### config.mk
export PLATFORM = sky130hd
export DESIGN_NAME = bus_arbiter
export DESIGN_NICKNAME = d
export VERILOG_FILES = /design/src/rtl/bus.sv /design/src/rtl/bus_outstanding_ctr.sv /design/src/rtl/bus_arbiter.sv
export SDC_FILE = /design/constraint.sdc
export NUM_CORES = 1
export LEC_CHECK = 0
export CAP_MARGIN = 5
export CORE_AREA = 2 2 122 124
export CTS_BUF_LIST = sky130_fd_sc_hd__clkbuf_4
export CTS_CLUSTER_SIZE = 14
export DETAILED_ROUTE_END_ITERATION = 8
export DIE_AREA = 0 0 124 126
export HOLD_SLACK_MARGIN = 0.15
export SLEW_MARGIN = 25
export SYNTH_ARGS = -nofsm -noshare
export SYNTH_HDL_FRONTEND = slang
export SYNTH_HIERARCHICAL = 1
export SYNTH_SLANG_ARGS = --single-unit
### constraint.sdc
create_clock -name clk -period 5.2 [get_ports clk]
set_input_delay 0.78 -clock clk [delete_from_list [all_inputs] [get_ports clk]]
set_output_delay 0.78 -clock clk [all_outputs]
set_load 0.05 [all_outputs]
### src/rtl/bus.sv
// Shared bus types and arbiter defaults: Wishbone-style request/response structs,
// arbiter state encoding and default sizing.
package bus;

  localparam int unsigned MAX_OUTSTANDING_DEF = 4;
  localparam int unsigned DRAIN_TIMEOUT_DEF   = 15;
  // Wide enough for the largest legal MAX_OUTSTANDING (15).
  localparam int unsigned CNT_W               = 4;

  typedef enum logic [1:0] {
    StIdle  = 2'd0,
    StOwn0  = 2'd1,
    StOwn1  = 2'd2,
    StDrain = 2'd3
  } arb_state_e;

  typedef struct packed {
    logic        cyc;
    logic        stb;
    logic        we;
    logic [3:0]  sel;
    logic [31:0] addr;
    logic [31:0] data;
  } m2s_s;

  typedef struct packed {
    logic        ack;
    logic        err;
    logic        stall;
    logic [31:0] data;
  } s2m_s;

endpackage

### src/rtl/bus_outstanding_ctr.sv
// Tracks slave requests in flight for the current owner, gates new strobes at the
// limit and filters responses that have no matching request.
module bus_outstanding_ctr
  import bus::*;
#(
  parameter int unsigned MAX_OUTSTANDING = MAX_OUTSTANDING_DEF
) (
  input  logic clk,
  input  logic rst,
  input  logic stb_i,
  input  logic stall_i,
  input  logic rsp_i,
  input  logic clr_i,
  output logic stb_o,
  output logic full_o,
  output logic rsp_o,
  output logic idle_nxt_o
);

  localparam logic [CNT_W-1:0] CntMax = CNT_W'(MAX_OUTSTANDING);

  logic [CNT_W-1:0] count_q, count_d, count_upd;
  logic             inc;

  always_comb begin
    full_o    = (count_q == CntMax);
    stb_o     = stb_i & ~full_o;
    inc       = stb_o & ~stall_i;
    rsp_o     = rsp_i & (count_q != '0);
    count_upd = count_q;
    if (inc && !rsp_o) begin
      count_upd = count_q + CNT_W'(1);
    end else if (!inc && rsp_o) begin
      count_upd = count_q - CNT_W'(1);
    end
    // Reflects this cycle's traffic but not clr_i, so callers may derive clr_i from it.
    idle_nxt_o = (count_upd == '0);
  end

  assign count_d = clr_i ? '0 : count_upd;

  always_ff @(posedge clk or posedge rst) begin
    if (rst) begin
      count_q <= '0;
    end else begin
      count_q <= count_d;
    end
  end

endmodule

### src/rtl/bus_arbiter.sv
// Two-master round-robin arbiter in front of a single slave; ownership is held for
// a whole bus cycle and abandoned cycles are drained before the bus is re-granted.
module bus_arbiter
  import bus::*;
#(
  parameter int unsigned MAX_OUTSTANDING = MAX_OUTSTANDING_DEF,
  parameter int unsigned DRAIN_TIMEOUT   = DRAIN_TIMEOUT_DEF
) (
  input  logic clk,
  input  logic rst,
  input  m2s_s m0_i,
  input  m2s_s m1_i,
  output s2m_s m0_o,
  output s2m_s m1_o,
  output m2s_s s_o,
  input  s2m_s s_i
);

  localparam int unsigned      TmrW    = $clog2(DRAIN_TIMEOUT + 1);
  localparam logic [TmrW-1:0]  TmrLast = TmrW'(DRAIN_TIMEOUT - 1);

  arb_state_e      state_q, state_d;
  logic            prio_q, prio_d;  // 1: master 1 wins the next contention
  logic [TmrW-1:0] tmr_q, tmr_d;

  logic owning;
  m2s_s own_req;
  s2m_s own_rsp;
  logic ctr_stb, ctr_full, ctr_rsp, ctr_idle_nxt, ctr_clr;

  always_comb begin
    owning  = (state_q == StOwn0) || (state_q == StOwn1);
    own_req = (state_q == StOwn1) ? m1_i : m0_i;
  end

  bus_outstanding_ctr #(
    .MAX_OUTSTANDING(MAX_OUTSTANDING)
  ) u_ctr (
    .clk       (clk),
    .rst       (rst),
    .stb_i     (owning & own_req.stb),
    .stall_i   (s_i.stall),
    .rsp_i     (s_i.ack | s_i.err),
    .clr_i     (ctr_clr),
    .stb_o     (ctr_stb),
    .full_o    (ctr_full),
    .rsp_o     (ctr_rsp),
    .idle_nxt_o(ctr_idle_nxt)
  );

  always_comb begin
    state_d = state_q;
    prio_d  = prio_q;
    tmr_d   = tmr_q;
    ctr_clr = 1'b0;
    case (state_q)
      StIdle: begin
        if (m0_i.cyc && (!m1_i.cyc || !prio_q)) begin
          state_d = StOwn0;
        end else if (m1_i.cyc) begin
          state_d = StOwn1;
        end
      end
      StOwn0, StOwn1: begin
        if (!own_req.cyc) begin
          prio_d  = (state_q == StOwn0);
          state_d = ctr_idle_nxt ? StIdle : StDrain;
          tmr_d   = '0;
        end
      end
      StDrain: begin
        if (ctr_idle_nxt || (tmr_q == TmrLast)) begin
          state_d = StIdle;
          ctr_clr = 1'b1;
        end else begin
          tmr_d = tmr_q + TmrW'(1);
        end
      end
      default: state_d = StIdle;
    endcase
  end

  always_comb begin
    s_o           = '0;
    m0_o          = '0;
    m0_o.stall    = 1'b1;
    m1_o          = '0;
    m1_o.stall    = 1'b1;
    own_rsp.ack   = s_i.ack & ctr_rsp;
    own_rsp.err   = s_i.err & ctr_rsp;
    own_rsp.stall = s_i.stall | ctr_full;
    own_rsp.data  = s_i.data;
    if (owning) begin
      s_o     = own_req;
      s_o.stb = ctr_stb;
      if (state_q == StOwn0) begin
        m0_o = own_rsp;
      end else begin
        m1_o = own_rsp;
      end
    end
  end

  always_ff @(posedge clk or posedge rst) begin
    if (rst) begin
      state_q <= StIdle;
      prio_q  <= 1'b0;
      tmr_q   <= '0;
    end else begin
      state_q <= state_d;
      prio_q  <= prio_d;
      tmr_q   <= tmr_d;
    end
  end

endmodule
# After elaboration in Yosys (flattened, before gate mapping)
# Cells that the tools add are included.
[classes] add_sub_neg=3 multipliers=0 div=0 n_lt_le_gt_ge=0 eq_ne=9 n_shift=0 n_mux=20 bitwise=11 reduce_logical=18
[ops] operator="71-bit 2-to-1 mux" count=2
[ops] operator="35-bit 2-to-1 mux" count=4
[ops] operator="4-bit 2-to-1 mux" count=5
[ops] operator="2-bit 2-to-1 mux" count=5
[ops] operator="4-bit by 1-bit adder with 4-bit output (second input constant)" count=2
[ops] operator="4-bit one-hot mux with 2 select lines" count=1
[ops] operator="1-bit bitwise AND" count=6
[ops] operator="2-bit inequality test (second input constant)" count=3
[ops] operator="2-bit one-hot mux with 3 select lines" count=1
[ops] operator="3-bit AND reduction" count=2
[ops] operator="2-bit equality test (second input constant)" count=2
[ops] operator="4-bit by 3-bit equality test with 1-bit output (second input constant)" count=1
[ops] operator="4-bit equality test (second input constant)" count=1
[ops] operator="1-bit logical NOT" count=4
[ops] operator="4-bit logical NOT" count=1
[ops] operator="4-bit nonzero test" count=1
[ops] operator="4-bit by 1-bit subtractor with 4-bit output (second input constant)" count=1
[ops] operator="1-bit logical AND" count=3
[ops] operator="1-bit logical OR" count=3
[ops] operator="3-bit inequality test (second input constant)" count=1
[ops] operator="1-bit NOT" count=3
[ops] operator="2-bit by 1-bit equality test with 1-bit output (second input constant)" count=1
[ops] operator="2-bit logical NOT" count=1
[ops] operator="1-bit 2-to-1 mux" count=2
[ops] operator="other kinds (4)" count=5
[word_totals] register_bits=11 latchBits=0 ramBits=0 romBits=0 word_cells=65 mem_count=0

# Logic depth before layout (Yosys ltp)
[logic_depth] word_depth=14 mapped_depth=16 depth_no_buf=13

# Modules after synthesis
# The synthesis kept the hierarchy.
[modules_own_cells] mod="bus_arbiter" n_inst=1 cells_each=293 area_each_um2=2048.2 seq_area_each_um2=175.2
[modules_own_cells] mod="bus_outstanding_ctr" n_inst=1 cells_each=52 area_each_um2=420.4 seq_area_each_um2=100.1

# Least setup slack after synthesis
# Ideal clock, no wire load.
[synth_path] path_kind="register to register" startpoint="register state_q[0]" endpoint="register tmr_q[3]" setup_ns=0.120 arrival_time_ns=3.263 t_required_ns=5.080 path_slack_ns=1.818 stages_incl_launch_ff=17 period_less_slack_ns=3.382 path_cell_list="dfrtp_1 > inv_1 > ha_1 > buf_2 > clkbuf_1 > mux2i_1 > nor2_1 > nor2b_4 > buf_6 > nor4_1 > a21oi_1 > mux2i_1 > and4_1 > and2_1 > a2111oi_4 > mux2i_1 > nand2_1"
[synth_between] elab_chain_cells=13 word_cells_on_any_way=21 classes_between="eq/ne: 5; mux: 4; bitwise: 3; reduce/logical: 9"
[synth_lines] item="from (decl)" line_no="bus_arbiter.sv:22" source="arb_state_e state_q, state_d;"
[synth_lines] item="from (signal assigned)" line_no="bus_arbiter.sv:106" source="state_q <= StIdle;"
[synth_lines] item="from (signal assigned)" line_no="bus_arbiter.sv:110" source="state_q <= state_d;"
[synth_lines] item="2-bit equality test or 2-bit by 1-bit equality test with 1-bit output (tied branches)" line_no="bus_arbiter.sv:32, bus_arbiter.sv:33"
[synth_lines] item="71-bit 2-to-1 mux or 1-bit logical OR (tied branches)" line_no="bus_arbiter.sv:33, bus_arbiter.sv:32"
[synth_lines] item="1-bit bitwise AND (*)" line_no="bus_arbiter.sv:41" source=".stb_i (owning & own_req.stb),"
[synth_lines] item="1-bit bitwise AND (*)" line_no="bus_outstanding_ctr.sv:27" source="stb_o = stb_i & ~full_o;"
[synth_lines] item="1-bit bitwise AND (*)" line_no="bus_outstanding_ctr.sv:28" source="inc = stb_o & ~stall_i;"
[synth_lines] item="1-bit logical NOT" line_no="bus_outstanding_ctr.sv:33" source="end else if (!inc && rsp_o) begin"
[synth_lines] item="1-bit logical AND" line_no="bus_outstanding_ctr.sv:33"
[synth_lines] item="4-bit 2-to-1 mux" line_no="bus_outstanding_ctr.sv:33"
[synth_lines] item="4-bit 2-to-1 mux (*)" line_no="bus_outstanding_ctr.sv:31" source="if (inc && !rsp_o) begin"
[synth_lines] item="4-bit logical NOT (*)" line_no="bus_outstanding_ctr.sv:37" source="idle_nxt_o = (count_upd == '0);"
[synth_lines] item="net ctr_idle_nxt" line_no="bus_arbiter.sv:29" source="logic ctr_stb, ctr_full, ctr_rsp, ctr_idle_nxt, ctr_clr;"
[synth_lines] item="1-bit logical OR (*)" line_no="bus_arbiter.sv:72" source="if (ctr_idle_nxt || (tmr_q == TmrLast)) begin"
[synth_lines] item="2-bit inequality test (no source line) (*)"
[synth_lines] item="3-bit AND reduction (no source line) (*)"
[synth_lines] item="to (signal assigned)" line_no="bus_arbiter.sv:112" source="tmr_q <= tmr_d;"
[synth_lines] item="to (decl)" line_no="bus_arbiter.sv:24" source="logic [TmrW-1:0] tmr_q, tmr_d;"
# Mark *: on every way through the listed nets, which the timed path passes. The rest lies on a longest branch.
# A chain may end at the register's enable or synchronous reset.

==> flow_metrics.env <==
export IMPL_min_to="prio_q"
export IMPL_critPathLaunchType="register"
export IMPL_synth_edf_count=0
export IMPL_mostFrequentLayoutCells="284 x clkdlybuf4s50_1, 80 x nor2_1, 75 x mux2i_1"
export IMPL_rows=44
export IMPL_synthFlopType="dfrtp_1"
export IMPL_cp_arrival_ns=2.98
export IMPL_syn_nets=533
export IMPL_die_h_um=126
export IMPL_cts_sinks=11
export IMPL_max_freq_mhz=266
export IMPL_dp_cells=824
export IMPL_drt_total_wl_um=12500
export IMPL_grt_max_degree=41
export IMPL_htreeDepth=1
export IMPL_ant_nets=0
export IMPL_wl_met3_um=1000
export IMPL_post_drt_wl_per_cell_um=15.1
export IMPL_r2r_end="tmr_q[3]"
export IMPL_cts_clk_slew_worst_paths_ns=0.08
export IMPL_layout_drive_gt1_share=0.0901
export IMPL_drc=0
export IMPL_outcome="completed"
export IMPL_finalSetupViolCount=0
export IMPL_crit_fanout=40
export IMPL_max_slew_margin=0.589
export IMPL_cts_setup_buffers=0
export IMPL_root_buffer="clkbuf_4"
export IMPL_fin_crit_ns=3.76
export IMPL_hold_start="prio_q"
export IMPL_die_w_um=124
export IMPL_dieArea_um2=15600
export IMPL_grt_pass1_wl_um=18600
export IMPL_met1_length_um=4740
export IMPL_antenna_found_initial=0
export IMPL_dr_wl_met2_um=6530
export IMPL_worst_slack_ns=1.44
export IMPL_crit_type="register to output pin"
export IMPL_post_cts_resized=0
export IMPL_maxCapViolations=0
export IMPL_first_pass_iters=4
export IMPL_num_io_pins=320
export IMPL_cts_buffer_depth=2
export IMPL_worstMarginPinSlew_ns=0.615
export IMPL_routed_via_density=4.32
export IMPL_final_common_cell="clkdlybuf4s50_1"
export IMPL_synth_cell_types=40
export IMPL_tns_ns=0
export IMPL_syn_avg_cell_area_um2=7.16
export IMPL_fin_crit_sh=0.723
export IMPL_cts_made_buffers=3
export IMPL_grt_pass1_vias=3581
export IMPL_place_congestion=0.874
export IMPL_critPathRequiredTime_ns=4.42
export IMPL_rsz0062_at_grt="no"
export IMPL_final_max_slew_viol_count=0
export IMPL_nets=833
export IMPL_reg2reg_slack_ns=1.78
export IMPL_preCtsSetupSlack_ns=1.65
export IMPL_overflow=0
export IMPL_yosysSeqAreaShare=0.112
export IMPL_synth_warnings=6
export IMPL_coreArea_um2=14300
export IMPL_start_util=0.172
export IMPL_top_layer="met4"
export IMPL_hp_class="register to register"
export IMPL_final_cell_count_no_fill=828
export IMPL_r2r_start="state_q[0]"
export IMPL_netlist_area_um2=2470
export IMPL_insertion_delay_ns=0.27
export IMPL_cts_tree="done"
export IMPL_skew_ns=0.00274
export IMPL_synthCells=345
export IMPL_end_kind="output pin"
export IMPL_synthToLayoutAreaGrowth_pct=151
export IMPL_ctsHoldBuffers=0
export IMPL_n_antenna_cell=0
export IMPL_drt_iter0_drc=145
export IMPL_async_flop_share=1.00
export IMPL_port_buffers=319
export IMPL_vias=3575
export IMPL_holdPathStages=1
export IMPL_ys_ff_latch=11
export IMPL_gr_usage_all_layers=0.148
export IMPL_dp_hpwl_um=10400
export IMPL_fillCellCount=1432
export IMPL_timing_final_hold_violations=0
export IMPL_r2r_cells=13
-- state kept, by name (all words and copies together), names as in the netlist --
register	count
prio_q	1
state_q	2
tmr_q	4
u_ctr/count_q	4
-- per-layer routing --
layer | track usage | up-vias
met5 | 0 | -
met4 | 0.0304 | 0
met3 | 0.0389 | 20
met2 | 0.274 | 157
met1 | 0.169 | 1620
li1 | - | 1778
-- stage by stage --
step           cell area [um^2]  hold WS, ns  utilization
6_report                   6190        0.522        0.432
3_3_place_gp               6160        0.497        0.430
5_1_grt                    6190        0.556        0.432
3_5_place_dp               6160        0.497        0.430
4_1_cts                    6190        0.524        0.432
2_1_floorplan              2470        0.479            -
-- how the worst max path moves through the flow --
stage          cells after the start        to        from
2_1_floorplan                     16  tmr_q[3]  state_q[0]
3_3_place_gp                       5  m0_o[34]     s_i[33]
3_5_place_dp                      12  tmr_q[3]    m1_i[69]
4_1_cts                            6   s_o[21]  state_q[0]
5_1_grt                            6   s_o[21]  state_q[0]
6_report                           6   s_o[21]  state_q[0]
-- kinds of logic (layout without fill, tap and decap cells) --
kind of cell,count (synthesis),after routing,share of synthesized area
compound gates,20,20,0.0659
xor+xnor,1,1,0.00355
fa+ha+maj,9,9,0.0456
buf+inv,42,341,0.0715
flops,11,11,0.112
mux,77,77,0.315
simple gates,185,185,0.387
-- cell usage after synthesis (2+ instances only) --
master	instances	area, um^2
nand4_1	2	12.5
nor3b_1	2	15.0
nor4_1	2	12.5
a31oi_1	2	12.5
clkbuf_1	25	93.8
and2_1	36	225
o21ai_0	4	20.0
nor3_1	3	15.0
buf_6	2	22.5
nand2_1	8	30.0
inv_1	10	37.5
inv_2	2	7.51
nor2_1	80	300
and4_1	4	35.0
nand3b_1	3	22.5
nand3_1	4	20.0
and3_1	34	213
o211ai_1	3	22.5
mux2i_1	75	751
buf_2	3	15.0
or2_2	2	12.5
a21oi_1	3	15.0
ha_1	9	113
dfrtp_1	11	275
-- area by class of cell --
class	count	area (um^2)	share of cell area
flip-flops and latches	11	275	0.0445
inverters	12	45.0	0.00728
clock buffers	4	30.0	0.00485
repair buffers	325	3580	0.578
multi-input cells	292	2030	0.328
well taps	184	230	0.0372
-- critical path: stages, from the launching register on --
cell,delay [ns]
dfrtp_1,0.41
inv_1,0.17
ha_1,0.28
inv_2,0.46
buf_4,0.48
nor2_1,0.14
clkdlybuf4s50_1,0.73
Power is not shown: default switching activity piles up to over one toggle a cycle in this logic, so the estimate is an artifact.
